==> config.mk <==
export PLATFORM = sky130hd
export DESIGN_NAME = reg_file_flat
export DESIGN_NICKNAME = d
export VERILOG_FILES = /design/src/rtl/reg_file_if.sv /design/src/rtl/reg_file.sv /design/src/flat_wrapper.sv
export SDC_FILE = /design/constraint.sdc
export NUM_CORES = 2
export LEC_CHECK = 0
export CELL_PAD_IN_SITES_DETAIL_PLACEMENT = 0
export CELL_PAD_IN_SITES_GLOBAL_PLACEMENT = 2
export CORE_UTILIZATION = 42
export DETAILED_ROUTE_END_ITERATION = 12
export GPL_TIMING_DRIVEN = 0
export HOLD_SLACK_MARGIN = 0.12
export PLACE_DENSITY = 0.79
export SYNTH_ARGS = -nofsm -noshare
export SYNTH_HDL_FRONTEND = slang
export SYNTH_SLANG_ARGS = --single-unit
==> constraint.sdc <==
create_clock -name clk -period 53.1 [get_ports clk]
set_input_delay 13.275 -clock clk [delete_from_list [all_inputs] [get_ports clk]]
set_output_delay 13.275 -clock clk [all_outputs]
set_load 0.005 [all_outputs]
==> src/rtl/reg_file_if.sv <==
// reg_file_if: register-file access bundle.
//   rs1, rs2 : read addresses, ports 1 and 2
//   rd       : write address
//   we       : write enable
//   wd       : write data
//   rd1, rd2 : read data, ports 1 and 2 (combinational)
// master drives addresses/write side and receives read data;
// slave is the register file itself.
interface reg_file_if #(
  parameter int WIDTH  = 32,
  parameter int ADDR_W = 5
);
  logic [ADDR_W-1:0] rs1;
  logic [ADDR_W-1:0] rs2;
  logic [ADDR_W-1:0] rd;
  logic              we;
  logic [WIDTH-1:0]  wd;
  logic [WIDTH-1:0]  rd1;
  logic [WIDTH-1:0]  rd2;

  modport master (
    output rs1, rs2, rd, we, wd,
    input  rd1, rd2
  );

  modport slave (
    input  rs1, rs2, rd, we, wd,
    output rd1, rd2
  );
endinterface

==> src/rtl/reg_file.sv <==
// reg_file: DEPTH x WIDTH architectural register file, two combinational
// read ports, one write port, hard-wired zero register.
//   clk  : rising-edge clock for writes
//   rst  : asynchronous active-high reset; clears every register and
//          forces both read ports to 0 while held
//   bus  : reg_file_if slave (rs1/rs2/rd/we/wd in, rd1/rd2 out)
// A write to the register being read is forwarded to the read port in
// the same cycle (write-through bypass); address 0 never bypasses.
module reg_file #(
  parameter int WIDTH = 32,
  parameter int DEPTH = 32
) (
  input  logic        clk,
  input  logic        rst,
  reg_file_if.slave   bus
);

  // Register 0 has no storage; reads of address 0 are decoded to zero.
  logic [WIDTH-1:0] regs [1:DEPTH-1];

  always_ff @(posedge clk or posedge rst) begin
    if (rst) begin
      for (int unsigned i = 1; i < DEPTH; i++) begin
        regs[i] <= '0;
      end
    end else if (bus.we && bus.rd != '0) begin
      regs[bus.rd] <= bus.wd;
    end
  end

  // rd==rsN together with rsN!=0 already implies rd!=0, so the nonzero
  // address test covers the x0 bypass exclusion as well.
  always_comb begin
    bus.rd1 = '0;
    bus.rd2 = '0;
    if (!rst) begin
      if (bus.rs1 != '0) begin
        bus.rd1 = (bus.we && bus.rd == bus.rs1) ? bus.wd : regs[bus.rs1];
      end
      if (bus.rs2 != '0) begin
        bus.rd2 = (bus.we && bus.rd == bus.rs2) ? bus.wd : regs[bus.rs2];
      end
    end
  end

endmodule

==> src/flat_wrapper.sv <==
// flat-port wrapper written by rule: the top's interface ports become plain ports
module reg_file_flat 
#(
  parameter int WIDTH = 32,
  parameter int DEPTH = 32
)
  (clk, rst, bus_rs1, bus_rs2, bus_rd, bus_we, bus_wd, bus_rd1, bus_rd2);
  reg_file_if #(.WIDTH(WIDTH), .ADDR_W(5)) bus_i ();
  input  logic clk;
  input  logic rst;
  input wire logic [$bits(bus_i.rs1)-1:0] bus_rs1;
  input wire logic [$bits(bus_i.rs2)-1:0] bus_rs2;
  input wire logic [$bits(bus_i.rd)-1:0] bus_rd;
  input wire logic [$bits(bus_i.we)-1:0] bus_we;
  input wire logic [$bits(bus_i.wd)-1:0] bus_wd;
  output wire logic [$bits(bus_i.rd1)-1:0] bus_rd1;
  output wire logic [$bits(bus_i.rd2)-1:0] bus_rd2;
  assign bus_i.rs1 = bus_rs1;
  assign bus_i.rs2 = bus_rs2;
  assign bus_i.rd = bus_rd;
  assign bus_i.we = bus_we;
  assign bus_i.wd = bus_wd;
  assign bus_rd1 = bus_i.rd1;
  assign bus_rd2 = bus_i.rd2;
  reg_file #(.WIDTH(WIDTH), .DEPTH(DEPTH)) u_core (.clk(clk), .rst(rst), .bus(bus_i));
endmodule
==> metrics <==
outcome=complete, but fails checks; failing checks=max-capacitance violations, max-slew violations; maximum fanout along the worst path=11; WP buf/inv=6; Initial Utilization=0.425; Critical Path, Cell by Cell=clkdlybuf4s50_1, buf_2, buf_2, buf_2, clkbuf_1, nor2_1, nor2_1, o2111ai_1, o21ai_0, clkdlybuf4s50_1; postcts setup bufs=0; Synth Register Bits=between 900 and 1,000; slew at the pin with the worst max-slew slack=1680 ps; Routed Antenna Nets=0; post-synthesis cell type count=57; All-Layer GR Usage=0.425; Synth Flop Type=dfrtp_1; max_cap viols=27; die area=about 130,000 um^2; clock-pin slew on the worst setup and hold paths=60 ps; fill count=11,000; most common cell after layout, fill and taps aside=mux2_2; first-pass iteration count of the detailed router=9; sequential cell area fraction in the yosys report=0.463; largest net degree at the start of global routing=around 130; cts bufs inserted=112; CTS max path bufs=3; slowest stage delay, CP=between 1000 and 1500 ps; final critical-path share of the clock period=0.606; I/O pin count=114; placed cell count=5,543; DIE HEIGHT=359 um; post-cts hold buffer count=0; dpl hpwl=roughly 180,000 um; routed vias/inst=7.32; Crit path top cell by count=buf_2; CP arrival=~19,000 ps; Row Count=130; synthesized net count=between 3,000 and 4,000; Final #Nets=between 4,000 and 5,000; number of global-route vias before repair=39,700; Setup CP Type=in -> out; Leak Pwr=between 0.02 and 0.03 uW; latest clock arrival within the worst-skew pair=770 ps; ys async rst share=1.00; Top Registers=u_core.regs (992); layout cells sized above 1=0.455; CTS tree=built; synth warn=0; initial antenna violation count=30; Setup violations, final=0; PD cells=39.0 nW/um^2; final design utilization=0.484; crit end category=output port; Die X=between 300 and 400 um; Final WS setup=around 21,000 ps; unrepaired setup endpoints after global routing=false; Port Buffers=104; Setup TNS=0 ps; Place WS=21,290 ps; synthesized cell area=53,600 um^2; DRC viols=0; Slew HR=-0.121; Overflow after GRT=0; Worst Hold Class=reg -> reg; Worst Path Required=39,830 ps; core area=126,000 um^2; Fin. Hold Viols=0; first-pass GRT wire length=366,000 um; skew final=0 ps; Mean Syn Cell Area=14.2 um^2; 1st-iter DRT viols=6,875; max reg flops=992; Root Buffer=clkbuf_16; max frequency=31.1 MHz; CP max stage cell=clkbuf_1; WL/cell=47.8 um; Period minus WS final=32,200 ps; most frequent cells in the layout=mux2_2, dfrtp_1, mux4_2; final slew viol count=approximately 270; non-filler cells, final=5,775; post-synthesis cell count=approximately 3,800; final wirelength=about 280,000 um; Sink Count=992; Worst Hold Slack=~500 ps; Layout area overhead=13.9%; CP delay by family, top=buffers and inverters; RD Place Congestion=1.05; via count=42,300; Post-synth EDFFs=0; critical path startpoint category=primary input; Reg with most FFs=u_core.regs; Worst VDD drop=27.9 uV; post-CTS sizing=0; H-tree levels=3
[cells in the mapped netlist (6+ instances only)]
library cell,n,share of area
a211o_1,8,0.0013
a221o_1,12,0.0022
o22ai_1,87,0.010
nand2b_1,14,0.0016
xnor2_1,6,0.00098
o21ai_0,90,0.0084
nand3_1,18,0.0017
a21oi_1,78,0.0073
buf_2,112,0.010
a2111oi_0,17,0.0028
buf_4,16,0.0022
a221oi_1,79,0.013
nor2b_1,26,0.0030
nand2_1,88,0.0062
mux2i_1,89,0.017
dfrtp_1,992,0.46
nand3b_1,7,0.00098
nor3_1,17,0.0016
o211ai_1,9,0.0013
and2_1,6,0.00070
a31o_2,10,0.0016
mux4_2,407,0.17
o31ai_1,6,0.00084
buf_6,12,0.0025
a22o_1,8,0.0013
clkbuf_1,233,0.016
nor4_1,27,0.0032
mux2_2,1054,0.22
buf_1,36,0.0025
a22oi_1,34,0.0048
a211oi_1,22,0.0031
nor2_1,93,0.0065
[power by group]
| part | total (uW) | internal [uW] | leakage, uW | switching, uW |
|---|---|---|---|---|
| combinational | 531 | 276 | 0.0113 | 256 |
| sequential | 1020 | 903 | 0.0127 | 113 |
| clock | 832 | 477 | 0.00191 | 355 |
[area by class of cell]
type / instances / area [um^2] / share of cell area
multi-input combinational: 2367 / 26900 / 0.441
sequential: 992 / 24800 / 0.407
clock buffer: 162 / 3280 / 0.0538
tap: 1650 / 2060 / 0.0338
buffer: 409 / 1880 / 0.0307
timing repair buffer: 121 / 1450 / 0.0237
clock inverter: 48 / 558 / 0.00914
antenna: 20 / 50.0 / 0.000820
inverter: 6 / 30.0 / 0.000492
[stage by stage]
step | total power (uW) | instance area [um^2]
after global placement | 1520 | 56700
after global routing | 2430 | 61000
after detailed placement | 1530 | 57100
after floorplan | 1340 | 53600
final | 2380 | 61100
after CTS | 2350 | 61000
[cells by family after synthesis]
family	count (synthesis)	synth area share
XOR/XNOR	10	0.00163
multiplexers	1550	0.409
flip-flops	992	0.463
buffers and inverters	415	0.0345
AND/OR/NAND/NOR	318	0.0286
AO/OA/AOI/OAI	489	0.0628
[metal layers]
metal,track usage,wire [um]
met5,0.00444,253
met4,0.308,23500
met3,0.193,41600
met2,0.562,110000
met1,0.542,101000
[worst paths after layout]
path / from / slack, ps / cells after the start / endpoint
worst min-delay path: u_core.regs[445]$_DFFE_PP0P_ / 500 / 2 / u_core.regs[445]$_DFFE_PP0P_
worst max register to register: u_core.regs[611]$_DFFE_PP0P_ / 52280 / 1 / u_core.regs[611]$_DFFE_PP0P_
min in group asynchronous: rst / 13270 / 2 / u_core.regs[410]$_DFFE_PP0P_
worst min register to register: u_core.regs[445]$_DFFE_PP0P_ / 500 / 2 / u_core.regs[445]$_DFFE_PP0P_
worst max-delay path: bus_rs1[2] / 20900 / 10 / bus_rd1[12]
max in group asynchronous: rst / 37750 / 5 / u_core.regs[551]$_DFFE_PP0P_
(Power assumes the default switching activity.)
